<file path="config.mk">
export PLATFORM = sky130hd
export DESIGN_NAME = pcie_ss_axis_wrr_arbiter
export DESIGN_NICKNAME = d
export VERILOG_FILES = /design/src/rtl/pcie_ss_axis_wrr_arbiter.sv
export SDC_FILE = /design/constraint.sdc
export NUM_CORES = 1
export LEC_CHECK = 0
export BUFFER_PORTS_ARGS = -buffer_cell sky130_fd_sc_hd__buf_4
export CORE_MARGIN = 3
export CORE_UTILIZATION = 55
export CTS_CLUSTER_SIZE = 30
export DETAILED_ROUTE_END_ITERATION = 10
export MAX_ROUTING_LAYER = met4
export PLACE_DENSITY = 0.95
export SLEW_MARGIN = 20
export SYNTH_ARGS = -nofsm -noshare
export SYNTH_HDL_FRONTEND = slang
export SYNTH_SLANG_ARGS = --single-unit
</file>
<file path="constraint.sdc">
create_clock -name clk -period 4.8 [get_ports clk]
set_clock_uncertainty 0.15 [all_clocks]
set_input_delay 0.96 -clock clk [delete_from_list [all_inputs] [get_ports clk]]
set_output_delay 0.96 -clock clk [all_outputs]
set_load 0.01 [all_outputs]
</file>
<file path="src/rtl/pcie_ss_axis_wrr_arbiter.sv">
// Weighted round-robin, packet-atomic arbiter over NUM_CH PCIe SS AXI-S request channels.
// Latency: zero-cycle grant from in_valid/in_last and registered turn state; state moves on accepted beats.
// Backpressure: with advance low nothing changes and the grant holds; a locked packet pins the grant.
module pcie_ss_axis_wrr_arbiter #(
  parameter int NUM_CH   = 4,
  parameter int WEIGHT_W = 4,
  parameter int SEL_W    = (NUM_CH > 1) ? $clog2(NUM_CH) : 1
) (
  input  logic                       clk,
  input  logic                       rst,
  input  logic [NUM_CH-1:0]          in_valid,
  input  logic [NUM_CH-1:0]          in_last,
  input  logic                       advance,
  input  logic [NUM_CH*WEIGHT_W-1:0] weight,
  output logic                       out_valid,
  output logic [SEL_W-1:0]           out_select,
  output logic [NUM_CH-1:0]          out_select_1hot,
  output logic                       locked
);

  // Turn owner, packets left in the turn, and in-flight packet pinning.
  logic [SEL_W-1:0]    cur_q,     cur_d;
  logic [WEIGHT_W-1:0] credit_q,  credit_d;
  logic                lock_q,    lock_d;
  logic [SEL_W-1:0]    lock_ch_q, lock_ch_d;

  logic [SEL_W-1:0]    grant;
  logic                grant_vld;
  logic [WEIGHT_W-1:0] grant_weight;
  logic                accept;

  // Pick the granted channel: pinned owner, then continuing turn, then rotation from cur+1.
  always_comb begin
    int unsigned idx;
    logic        found;
    grant     = '0;
    grant_vld = 1'b0;
    idx       = 0;
    found     = 1'b0;
    if (lock_q) begin
      grant     = lock_ch_q;
      grant_vld = in_valid[lock_ch_q];
    end else if (in_valid[cur_q] && (credit_q != '0)) begin
      grant     = cur_q;
      grant_vld = 1'b1;
    end else begin
      // cur itself is the last candidate (k == NUM_CH wraps back onto it).
      for (int k = 1; k <= NUM_CH; k++) begin
        idx = int'(cur_q) + k;
        if (idx >= NUM_CH) idx = idx - NUM_CH;
        if (!found && in_valid[idx]) begin
          found     = 1'b1;
          grant     = SEL_W'(idx);
          grant_vld = 1'b1;
        end
      end
    end
  end

  // Weight of the granted channel, only consumed when it starts a new turn.
  always_comb begin
    grant_weight = '0;
    for (int c = 0; c < NUM_CH; c++) begin
      if (grant == SEL_W'(c)) grant_weight = weight[c*WEIGHT_W +: WEIGHT_W];
    end
  end

  assign accept = grant_vld & advance;

  // Next-state: charge or reload turn credit at packet start, track lock on every accepted beat.
  always_comb begin
    cur_d     = cur_q;
    credit_d  = credit_q;
    lock_d    = lock_q;
    lock_ch_d = lock_ch_q;
    if (accept) begin
      if (!lock_q) begin
        if ((grant == cur_q) && (credit_q != '0)) begin
          credit_d = credit_q - WEIGHT_W'(1);
        end else begin
          // A zero weight behaves as one packet per turn.
          cur_d    = grant;
          credit_d = (grant_weight == '0) ? '0 : grant_weight - WEIGHT_W'(1);
        end
      end
      lock_d    = ~in_last[grant];
      lock_ch_d = grant;
    end
  end

  // State registers; reset places cur on the last channel so the first search starts at 0.
  always_ff @(posedge clk) begin
    if (rst) begin
      cur_q     <= SEL_W'(NUM_CH - 1);
      credit_q  <= '0;
      lock_q    <= 1'b0;
      lock_ch_q <= '0;
    end else begin
      cur_q     <= cur_d;
      credit_q  <= credit_d;
      lock_q    <= lock_d;
      lock_ch_q <= lock_ch_d;
    end
  end

  // Outputs are forced to zero when nothing is granted so tready terms stay quiet.
  always_comb begin
    out_valid       = grant_vld;
    out_select      = grant_vld ? grant : '0;
    out_select_1hot = '0;
    if (grant_vld) out_select_1hot[grant] = 1'b1;
    locked          = lock_q;
  end

endmodule

</file>
Word level (Yosys, flattened, before mapping)
Cells that the tools add are included.

storage, ports and cells
  flip-flop bits (word level) = 9
  bits in latches = 0
  memory bits (writable) = 0
  bits in read-only memories = 0
  output and inout port bits = 8
  logic and storage cells = 104
  memories kept = 0

operators by class
  $add $sub $neg = 10
  multiply operators = 0
  div/mod/pow operators = 0
  order comparisons = 12
  equality and inequality tests = 4
  shift-type cells = 0
  mux-type cells = 56
  bitwise operators = 4
  reduce and logical (&&, ||, !) cells = 14

operators with widths
  kind                                                         number
  2-to-1 mux 32 bit                                            12
  less-than comparator 32 x 3 -> 1 bit, second input constant  4
  2-to-1 mux 4 bit                                             7
  2-to-1 mux 1 bit                                             22
  binary-select mux 1 bit (select 2 bit)                       7
  2-to-1 mux 2 bit                                             7
  subtractor 3 x 3 -> 4 bit, second input constant             3
  >= comparator 3 bit, second input constant                   3
  less-than comparator 2 x 3 -> 1 bit, second input constant   3
  subtractor 4 x 1 -> 4 bit, second input constant             2
  adder 2 x 2 -> 3 bit, second input constant                  2
  logical AND 1 bit                                            6
  subtractor 4 x 3 -> 5 bit, second input constant             1
  adder 2 x 3 -> 4 bit, second input constant                  1
  equality test 2 bit, second input constant                   2
  >= comparator 4 x 3 -> 1 bit, second input constant          1
  zero test 4 bit                                              1
  nonzero test 4 bit                                           1
  adder 2 x 1 -> 3 bit, second input constant                  1
  zero test 1 bit                                              3
  inverter 1 bit                                               3
  AND reduction 3 bit                                          1
  demux 1 bit (select 2 bit)                                   1
  equality test 2 x 1 -> 1 bit, second input constant          1
  5 further kinds                                              5

Depth between registers and ports, before layout
Gate-level depths: netlist of the first run.

  word-level depth = 33
  gate-level depth with buffers = 12

Worst setup path before layout of the first run
Ideal clock, no wire load.

  path kind = in2out
  from = in in_valid[2]
  to = out out_select_1hot[3]
  arrival = 2.728 ns
  setup slack = 0.962 ns
  stages on the path = 8
  path through = buf_2 > mux4_2 > nand2_1 > nand3_1 > o311a_4 > buf_12 > or2_2 > nor2b_1

on the way
  word-level cells in the longest chain between the ends = 25

ends and longest elaborated chain
  element                                                                                                    RTL line  source
  from (decl)                                                                                                11        input logic [NUM_CH-1:0] in_valid,
  binary-select mux 1 bit (select 2 bit)                                                                     51        if (!found && in_valid[idx]) begin
  2-to-1 mux 1 bit (implied by the code)                                                                     51
  2-to-1 mux 1 bit                                                                                           51
  2-to-1 mux 1 bit                                                                                           43        end else if (in_valid[cur_q] && (credit_q != '0)) begin
  2-to-1 mux 1 bit                                                                                           40        if (lock_q) begin
  zero test 1 bit                                                                                            51
  logical AND 1 bit                                                                                          51
  2-to-1 mux 1 bit                                                                                           51
  [... 9 more ...]                                                                                           --
  2-to-1 mux 2 bit                                                                                           51
  2-to-1 mux 2 bit                                                                                           43
  2-to-1 mux 2 bit                                                                                           40
  less-than comparator 2 x 3 -> 1 bit (implied by the code) or >= comparator 2 x 1 -> 1 bit (tied branches)  111       if (grant_vld) out_select_1hot[grant] = 1'b1;
  logical AND 1 bit (implied by the code)                                                                    111
  2-to-1 mux 1 bit (implied by the code)                                                                     111
  demux 1 bit (select 2 bit)                                                                                 111
  2-to-1 mux 4 bit *                                                                                         111
  to (decl)                                                                                                  17        output logic [NUM_CH-1:0] out_select_1hot,

Every way passes the cells marked *; elsewhere a longest branch is shown, timed or not. The select of a mux whose other input is x is not followed.

Worst setup path after layout of the first run
  from = in in_valid[3]
  to = out out_select_1hot[1]

The elaborated chain is that of the path after synthesis.

==> summary.txt, run 1 <==
Drt
  – DRT antenna net count: 0
  – Initial DRC count: 16
  – Vias per Instance: 5.97
  – DR DRC count: 0
  – Number of iterations in the first detailed-routing pass: 4
  – WL/cell: 13.8 µm
  – DRT Wirelength: 2610 µm
  – Vias: 1135

CTS
  – Hold_buf cts: 0
  – Post-CTS Setup Inserts: 0
  – H-tree depth: 1
  – CTS tree: yes
  – Clock tree buffer depth: 2
  – CTS root buf: clkbuf_4
  – Cts repair resizes: 0
  – CTS buffer count: 3
  – Clk sink count: 9
  – Clk_lat worst skew: 0.26 ns
  – CTS clk-pin slew, worst paths: 0.07 ns

Floorplan
  – Num rows: 15
  – Core Box Area: roughly 1800 µm²
  – Starting Density: 0.623
  – Die X: between 50 and 60 µm
  – Die span in y: 51.7 µm
  – Die ar.: 2670 µm²
  – IO Pins: 35

Logic synthesis
  – Asr flop ratio synth: 0
  – Average size of a mapped cell: 8.37 µm²
  – Top post-synthesis cells by area: dfxtp_1, mux2i_1, nand2_1
  – Mapped Cells: 137
  – Main flop type after synthesis: dfxtp_1
  – YS warnings: 0
  – Seq cells post-synth: 9
  – Number of synthesized flops with an enable pin: 0
  – Unique cell type count in the Yosys netlist: 54
  – Post-Syn Area: 1150 µm²
  – Leading area contributor after synthesis: dfxtp_1
  – Syn_nets: ~170
  – Sequential-to-total area share from yosys stat: 0.157
  – Yosys top cell area share: 0.157

Global routing
  – GRT Total Usage: 0.221
  – Total grt overflow: 0
  – Global-route wire length before repair: ~4400 µm
  – Initial antenna violation count: 0
  – Vias in the first global route: 1067
  – Largest net degree at the start of global routing: 18

Power and ir drop
  – VDD IR-drop max: approximately 0.35 mV
  – Power Dens Cells: roughly 530 nW/µm²
  – Leak Pwr: around 0.6 nW

Placed design
  – Port bufs: 34
  – GP Congestion: 0.867
  – Hpwl dp: about 2000 µm
  – Placed Area: 1340 µm²

Finish
  – ANT cells: 0
  – Post-route design area: 1370 µm²
  – P&R area growth vs syn: 19.2%
  – Layout Nets: 194
  – Share of layout cells above drive strength 1: 0.327

Worst setup path
  – Critical path capture point type: output pin
  – Slowest stage cell, crit path: mux4_2
  – Reg-to-Reg Start: cur_q[0]$_SDFFE_PP1P_
  – Worst Reg2Reg Path Length in Cells: 10
  – Path type of the worst setup path: primary input to output pin
  – Reg2Reg Setup Slack: 1.67 ns
  – Crit-path max cell delay: approximately 0.52 ns
  – RR Endpoint: credit_q[3]$_SDFFE_PP0P_
  – Worst path arrival time: roughly 2.8 ns
  – Crit path capture: out_select_1hot[1]
  – Worst-path fanout max: 11
  – Top cell by count, worst path: buf_4
  – Worst-path cell chain: buf_4 > mux4_2 > nand2_1 > nand3_1 > o311a_4 > or2_2 > nor2_1 > buf_4
  – Crit start category: primary input
  – Worst EP required: about 3.7 ns
  – CP Launch Point: in_valid[3]

STA
  – Hold Vio Cnt, Final: 0
  – Tmin final: ~4 ns
  – Setup violators final: 0
  – Slew Limit Fails: 0
  – Relative slew slack: 0.627
  – Unrepaired setup endpoints after global routing: no
  – F_max: 255 MHz
  – Tightest Pin Transition: 0.559 ns
  – Final cycle utilization of the critical path: 0.817
  – Total negative setup slack: 0 ns

Min path
  – Class of the worst hold path: register to register

Run status
  – Status: completed

Job
  – Max-Cap Viols: 0
## cells in the final DEF (no fill, tap or decap), types with 2 or more instances in the layout
| master | Yosys | final |
|---|---|---|
| mux2_2 | 2 | 2 |
| nand2_1 | 14 | 14 |
| mux2i_1 | 16 | 16 |
| mux4_2 | 2 | 2 |
| a31oi_1 | 2 | 2 |
| clkbuf_4 | 0 | 3 |
| dfxtp_1 | 9 | 9 |
| nor3b_1 | 3 | 3 |
| buf_4 | 2 | 35 |
| nor2b_1 | 5 | 5 |
| o21bai_1 | 2 | 2 |
| a21oi_1 | 10 | 10 |
| nand2b_1 | 4 | 4 |
| a211o_1 | 2 | 2 |
| inv_1 | 9 | 9 |
| o21ai_0 | 2 | 2 |
| nor3_1 | 4 | 4 |
| and2b_1 | 2 | 2 |
| nor2_1 | 8 | 8 |
## final cells by class
class,instances,area [µm²]
inverter,10,37.5
tap,25,31.3
clock inverter,1,5.00
fill,159,473
timing repair buffer,35,263
sequential,9,180
clock buffer,3,22.5
multi-input combinational,107,827
## synth_stat cells, types with 2 or more instances
cell,count
mux2i_1,16
nand2_1,14
a21oi_1,10
dfxtp_1,9
inv_1,9
nor2_1,8
nor2b_1,5
nand2b_1,4
nor3_1,4
buf_6,3
nor3b_1,3
a211o_1,2
a31oi_1,2
and2b_1,2
buf_2,2
buf_4,2
mux2_2,2
mux4_2,2
o21ai_0,2
o21bai_1,2
## how the worst min path moves through the flow
stage,from,endpoint,cells past startpoint
6_report,credit_q[3]$_SDFFE_PP0P_,credit_q[3]$_SDFFE_PP0P_,2
5_1_grt,credit_q[3]$_SDFFE_PP0P_,credit_q[3]$_SDFFE_PP0P_,2
3_3_place_gp,credit_q[3]$_SDFFE_PP0P_,credit_q[3]$_SDFFE_PP0P_,2
3_5_place_dp,credit_q[3]$_SDFFE_PP0P_,credit_q[3]$_SDFFE_PP0P_,2
2_1_floorplan,credit_q[2]$_SDFFE_PP0P_,credit_q[2]$_SDFFE_PP0P_,2
4_1_cts,credit_q[3]$_SDFFE_PP0P_,credit_q[3]$_SDFFE_PP0P_,2
## per-layer routing
layer | GRT usage | routed length [µm] | up-vias
li1 | - | - | 555
met1 | 0.250 | 1040 | 519
met2 | 0.398 | 1340 | 55
met3 | 0.0287 | 192 | 6
met4 | 0.0786 | 40 | 0
met5 | - | 0 | -
## logic make-up (layout without fill, tap and decap cells)
group | count (synthesis) | count (layout) | share of synthesized area
flip-flops | 9 | 9 | 0.157
AND/OR/NAND/NOR | 47 | 47 | 0.213
adder cells (fa/ha/maj) | 1 | 1 | 0.0109
multiplexers | 22 | 22 | 0.230
XOR/XNOR | 1 | 1 | 0.00764
AO/OA/AOI/OAI | 36 | 36 | 0.260
buffers and inverters | 21 | 49 | 0.121
## sequential cells by signal, indices dropped and copies added, names as in the netlist
name,flops
credit_q,4
lock_ch_q,2
locked,1
cur_q,2
## per-stage QoR
step,worst slack [ns],std cells,power [mW],hold WS (ns),utilization
2_1_floorplan,0.962,137,0.582,0.324,-
3_3_place_gp,0.934,186,0.644,0.351,0.728
3_5_place_dp,0.897,186,0.662,0.360,0.728
4_1_cts,0.882,190,0.725,0.371,0.743
5_1_grt,0.773,190,0.788,0.415,0.743
6_report,0.880,190,0.726,0.368,0.743
## where the power goes
group          leakage (nW)  switching, mW  internal, mW
sequential           0.0743         0.0353        0.0970
combinational         0.509          0.272         0.262
clock                0.0177         0.0291        0.0308
## critical path, delay by kind of cell
| family | cells | cell delay [ns] |
|---|---|---|
| AO/OA/AOI/OAI | 1 | 0.40 |
| buffers and inverters | 2 | 0.28 |
| multiplexers | 1 | 0.52 |
| AND/OR/NAND/NOR | 4 | 0.65 |
Note: power is estimated with default switching activity, not from simulation.
==> run 2: changes to the inputs <==
Settings changed: ABC_AREA from default to 1, CORE_ASPECT_RATIO from default to 0.6, CORE_UTILIZATION 55 to 46, PLACE_DENSITY 0.95 to 0.85.
Clock period 4.8 ns to 3.55 ns, I/O delays scaled along.
==> summary.txt, run 2 <==
Run status
  – Status: completed

Global routing
  – Initial antenna violation count: 0 (unchanged)
  – Largest net degree at the start of global routing: 18 (unchanged)
  – GRT Total Usage: 0.213 (-0.00816)
  – Total grt overflow: 0 (unchanged)
  – Vias in the first global route: 1150 (+7.8%)
  – Global-route wire length before repair: 5200 µm (+17%)

Worst setup path
  – Worst-path cell chain: inv_2 > nand2_1 > nand2_1 > nor2_1 > o21ai_2 > nand2_1 > nand3_1 > nand3_2 > nand2_4 > nor2_2 > inv_1 > nor2_1 > buf_4
  – Worst-path fanout max: 16 (+5)
  – Crit-path max cell delay: 0.45 ns (-0.07 ns)
  – Top cell by count, worst path: nand2_1
  – CP Buf/Inv Count: 3 (+1)
  – Worst path arrival time: 2.33 ns (-0.48 ns)
  – Critical path capture point type: output pin
  – Crit start category: register
  – Worst EP required: 2.69 ns (-1.00 ns)
  – Top cell family by delay on the critical path: simple AND/OR/NAND/NOR gates
  – Path type of the worst setup path: register to output pin
  – Slowest stage cell, crit path: dfxtp_1

Finish
  – Sequential cell area: 180 µm² (unchanged)
  – P&R area growth vs syn: 26.5%
  – Final Core Density: 0.645 (-0.0984)
  – Most frequent cells in the layout: nand2_1, buf_4, inv_1, nand3_1, a21oi_1
  – ANT cells: 0 (unchanged)
  – Area of the multi-input gates: 820 µm² (-0.91%)
  – Share of layout cells above drive strength 1: 0.282 (-0.0458)
  – Leading cell type in the layout, fill and taps excluded: nand2_1
  – Most flops, register: credit_q
  – Fillers: 232 (+46%)
  – Max reg flops: 4 (unchanged)
  – Layout Nets: 267 (+38%)
  – Top Registers: credit_q: 4 flops, cur_q: 2 flops, lock_ch_q: 2 flops

Logic synthesis
  – Top post-synthesis cells by area: nand2_1, dfxtp_1, nand3_1
  – Mapped Cells: 203 (+48%)
  – Unique cell type count in the Yosys netlist: 26 (-52%)
  – Leading area contributor after synthesis: nand2_1
  – Asr flop ratio synth: 0 (unchanged)
  – Most frequent cell after synthesis: nand2_1
  – YS warnings: 0 (unchanged)
  – Average size of a mapped cell: 5.71 µm² (-32%)
  – Post-Syn Area: 1160 µm² (+1.2%)
  – Main flop type after synthesis: dfxtp_1
  – Number of synthesized flops with an enable pin: 0 (unchanged)
  – Seq cells post-synth: 9 (unchanged)
  – Post-synth top cells: nand2_1, inv_1, nand3_1
  – Sequential-to-total area share from yosys stat: 0.155 (-0.00187)
  – Syn_nets: 231 (+40%)
  – Yosys top cell area share: 0.191 (+0.0337)

Floorplan
  – Die ar.: 3180 µm² (+19%)
  – IO Pins: 35 (unchanged)
  – Core Box Area: 2280 µm² (+24%)
  – Starting Density: 0.509 (-0.114)
  – Die X: 70.8 µm (+37%)
  – Num rows: 13 (-2)
  – Die span in y: 44.9 µm (-13%)

STA
  – Unrepaired setup endpoints after global routing: no
  – F_max: 313 MHz
  – Hold Vio Cnt, Final: 0 (unchanged)
  – Worst hold slack: 0.343 ns (-0.0250 ns)
  – Final cycle utilization of the critical path: 0.900
  – Tmin final: 3.19 ns
  – Tightest Pin Transition: 0.389 ns (-0.170 ns)
  – Relative slew slack: 0.740 (+0.114)
  – Total negative setup slack: 0 ns (unchanged)
  – Setup violators final: 0 (unchanged)
  – Slew Limit Fails: 0 (unchanged)

Drt
  – Initial DRC count: 73 (+57)
  – WL/cell: 11.6 µm (-15%)
  – DR DRC count: 0 (unchanged)
  – Number of iterations in the first detailed-routing pass: 5 (+1)
  – DRT antenna net count: 0 (unchanged)
  – DRT Wirelength: 3120 µm (+19%)
  – Vias per Instance: 5.15 (-14%)
  – Vias: 1379 (+21%)

Placed design
  – GP Congestion: 0.948 (+9.2%)
  – Port bufs: 34 (unchanged)
  – Hpwl dp: 2530 µm (+28%)

CTS
  – Hold_buf cts: 0 (unchanged)
  – Clock tree buffer depth: 2 (unchanged)
  – Post-CTS Setup Inserts: 0 (unchanged)
  – Clk sink count: 9 (unchanged)
  – CTS buffer count: 3 (unchanged)
  – CTS root buf: clkbuf_8
  – CTS clk-pin slew, worst paths: 0.05 ns (-0.02 ns)
  – H-tree depth: 1 (unchanged)
  – Cts repair resizes: 0 (unchanged)
  – CTS tree: yes
  – Clk_lat worst skew: 0.24 ns (-0.02 ns)

Job
  – Max-Cap Viols: 0 (unchanged)

Min path
  – Class of the worst hold path: register to register
## run 2: cell families (layout without fill, tap and decap cells)
| group | after synthesis | count (layout) | share of synthesized area |
|---|---|---|---|
| AO/OA/AOI/OAI | 28 | 28 | 0.138 |
| XOR/XNOR | 4 | 4 | 0.0302 |
| adder cells (fa/ha/maj) | 1 | 1 | 0.0108 |
| buffers and inverters | 36 | 71 | 0.138 |
| flip-flops | 9 | 9 | 0.155 |
| AND/OR/NAND/NOR | 125 | 125 | 0.527 |
## run 2: area by class of cell
type | instances | share of cell area
sequential | 9 | 0.123
clock buffer | 4 | 0.0307
tap | 30 | 0.0256
inverter | 32 | 0.0835
timing repair buffer | 35 | 0.179
multi-input combinational | 158 | 0.558
## run 2: metal layers
| layer | up-vias | track usage | routed length, µm | share of wire |
|---|---|---|---|---|
| met1 | 600 | 0.317 | 1730 | 0.56 |
| met2 | 45 | 0.291 | 1160 | 0.37 |
| met5 | - | - | 0 | 0 |
| met3 | 4 | 0.0489 | 205 | 0.066 |
| met4 | 0 | 0.0412 | 21 | 0.0067 |
| li1 | 730 | - | - | - |
## run 2: final timing paths
| kind | startpoint | slack (ns) | cells past startpoint | to |
|---|---|---|---|---|
| max | cur_q[0]$_SDFFE_PP1P_ | 0.36 | 13 | out_select_1hot[3] |
| min | credit_q[1]$_SDFFE_PP0P_ | 0.34 | 2 | credit_q[1]$_SDFFE_PP0P_ |
| max reg2reg | cur_q[0]$_SDFFE_PP1P_ | 0.89 | 17 | credit_q[2]$_SDFFE_PP0P_ |
| min reg2reg | credit_q[1]$_SDFFE_PP0P_ | 0.34 | 2 | credit_q[1]$_SDFFE_PP0P_ |
## run 2: worst min-delay path, cell delays in order (launching register included)
cell     delay [ns]
dfxtp_1        0.32
nand2_1        0.07
a21oi_1        0.06
## run 2: metrics by stage
| stage | area, µm² | worst slack, ns | std cells |
|---|---|---|---|
| after floorplan | 1160 | 0.850 | 203 |
| after global placement | 1420 | 0.525 | 264 |
| after detailed placement | 1420 | 0.464 | 264 |
| after CTS | 1470 | 0.419 | 268 |
| after global routing | 1470 | 0.114 | 268 |
| final | 1470 | 0.356 | 268 |
Power of run 2 is left out: the tool's default activity adds up to more than one toggle a clock period on the data nets, which glitch-free logic cannot reach.
==> run 3: changes to the inputs <==
Settings changed: CORE_UTILIZATION 46 to 51, PLACE_DENSITY 0.85 to 0.89.
Clock period 3.55 ns to 3.06 ns, I/O delays scaled along.
==> summary.txt, run 3 (synthesis results as in run 2) <==
Run status
  – Status: completed

Worst setup path
  – Worst path arrival time: 2.09 ns (-0.24 ns)
  – Crit-path max cell delay: 0.34 ns (-0.11 ns)
  – Top cell by count, worst path: nand2_1
  – Crit start category: register
  – Worst-path cell chain: buf_4 > nand2_1 > nand2_2 > nand2_1 > nand2_1 > inv_2 > nand2_1 > nand2_1 > nand2_1 > nand3_2 > nand2_4 > inv_2 > nor3_1 > buf_4
  – Critical path capture point type: output pin
  – Path type of the worst setup path: register to output pin
  – Worst EP required: 2.30 ns (-0.39 ns)
  – Worst-path fanout max: 17 (+1)
  – Slowest stage cell, crit path: dfxtp_1

Drt
  – DR DRC count: 0 (unchanged)
  – Vias per Instance: 5.44 (+5.7%)
  – WL/cell: 12.6 µm (+8.0%)
  – Number of iterations in the first detailed-routing pass: 5 (unchanged)
  – Vias: 1452 (+5.3%)
  – DRT Wirelength: 3360 µm (+7.6%)
  – Initial DRC count: 160 (+120%)
  – DRT antenna net count: 0 (unchanged)

STA
  – Setup violators final: 0 (unchanged)
  – Slew Limit Fails: 0 (unchanged)
  – Relative slew slack: 0.767 (+0.0269)
  – Unrepaired setup endpoints after global routing: no
  – Final cycle utilization of the critical path: 0.931
  – Total negative setup slack: 0 ns (unchanged)
  – Tightest Pin Transition: 0.347 ns (-0.0418 ns)
  – F_max: around 350 MHz
  – Tmin final: between 2 and 3 ns
  – Hold Vio Cnt, Final: 0 (unchanged)

CTS
  – Clock tree buffer depth: 2 (unchanged)
  – CTS tree: yes
  – CTS buffer count: 3 (unchanged)
  – CTS clk-pin slew, worst paths: 0.05 ns (about the same)
  – Clk_lat worst skew: 0.24 ns (about the same)
  – Hold_buf cts: 0 (unchanged)
  – H-tree depth: 1 (unchanged)
  – Clk sink count: 9 (unchanged)
  – CTS root buf: clkbuf_8

Floorplan
  – Core Box Area: 2000 µm² (-12%)
  – Die ar.: 2900 µm² (-8.8%)
  – IO Pins: 35 (unchanged)
  – Num rows: 12 (-1)
  – Die X: 67.6 µm (-4.6%)
  – Starting Density: 0.581 (+0.0715)
  – Die span in y: 42.9 µm (-4.4%)

Global routing
  – Met1 usage: 0.419 (+0.102)
  – Vias in the first global route: 1193 (+3.7%)
  – GRT Total Usage: 0.257 (+0.0441)
  – Met3 Use GR: 0.0556 (+0.00667)
  – Global-route wire length before repair: 5620 µm (+8.1%)
  – GR peak layer: met1
  – Total grt overflow: 0 (unchanged)
  – GR Util met2: 0.323 (+0.0320)
  – Initial antenna violation count: 0 (unchanged)
  – Largest net degree at the start of global routing: 18 (unchanged)

Min path
  – Class of the worst hold path: register to register

Finish
  – Share of layout cells above drive strength 1: 0.289 (+0.00719)
  – Top Registers: credit_q: 4 flops, cur_q: 2 flops, lock_ch_q: 2 flops
  – Leading cell type in the layout, fill and taps excluded: nand2_1
  – Sequential cell area: 181 µm² (+0.69%)
  – Most flops, register: credit_q
  – ANT cells: 0 (unchanged)
  – Area of the multi-input gates: 825 µm² (+0.61%)
  – Most frequent cells in the layout: nand2_1, buf_4, inv_1, nand3_1, a21oi_1
  – Max reg flops: 4 (unchanged)
  – P&R area growth vs syn: 27.5%
  – Layout Nets: 268 (+0.37%)
  – Fillers: 163 (-30%)

Placed design
  – Hpwl dp: 2690 µm (+6.5%)
  – Port bufs: 34 (unchanged)
  – GP Congestion: 0.885 (-6.6%)

Job
  – Max-Cap Viols: 0 (unchanged)
run 3: critical path, delay by kind of cell, from the launching register on:
family / cells / cell delay [ns]
buffers and inverters: 4 / 0.51
DFF: 1 / 0.34
and+or+nand+nor: 10 / 1.01
run 3: final cells by class:
| type | count | area share |
|---|---|---|
| Sequential cell | 9 | 0.123 |
| Inverter | 32 | 0.0829 |
| Tap cell | 28 | 0.0237 |
| Multi-Input combinational cell | 158 | 0.558 |
| Clock buffer | 4 | 0.0305 |
| Timing Repair Buffer | 36 | 0.183 |
run 3: metal layers:
metal,wire length (µm),part of all wire
met1,1640,0.49
met5,0,0
met4,6,0.0018
met2,1350,0.40
met3,366,0.11
run 3: path summary, 6_finish.rpt:
check,from,cells after the start,slack [ns],endpoint
hold / removal,credit_q[1]$_SDFFE_PP0P_,2,0.35,credit_q[1]$_SDFFE_PP0P_
setup reg to reg,cur_q[0]$_SDFFE_PP1P_,17,0.55,credit_q[0]$_SDFFE_PP0P_
setup / recovery,cur_q[0]$_SDFFE_PP1P_,14,0.21,out_select_1hot[1]
hold reg to reg,credit_q[1]$_SDFFE_PP0P_,2,0.35,credit_q[1]$_SDFFE_PP0P_
run 3: timing repair:
item | CTS | global route
setup endpoints to repair | 0 | 3
resized for setup | 0 | 2
setup buffers | 0 | 0
hold endpoints to repair | 0 | 0
run 3: metrics by stage:
step           setup WS (ns)  cell area, µm²  utilization  instances  hold WS, ns
2_1_floorplan          0.556            1160            -        203        0.303
3_3_place_gp           0.248            1430        0.715        263        0.326
3_5_place_dp           0.203            1430        0.715        263        0.336
4_1_cts               0.0740            1470        0.737        267        0.345
5_1_grt               0.0288            1480        0.741        267        0.375
6_report               0.211            1480        0.741        267        0.346
Power of run 3 is left out for the same reason.
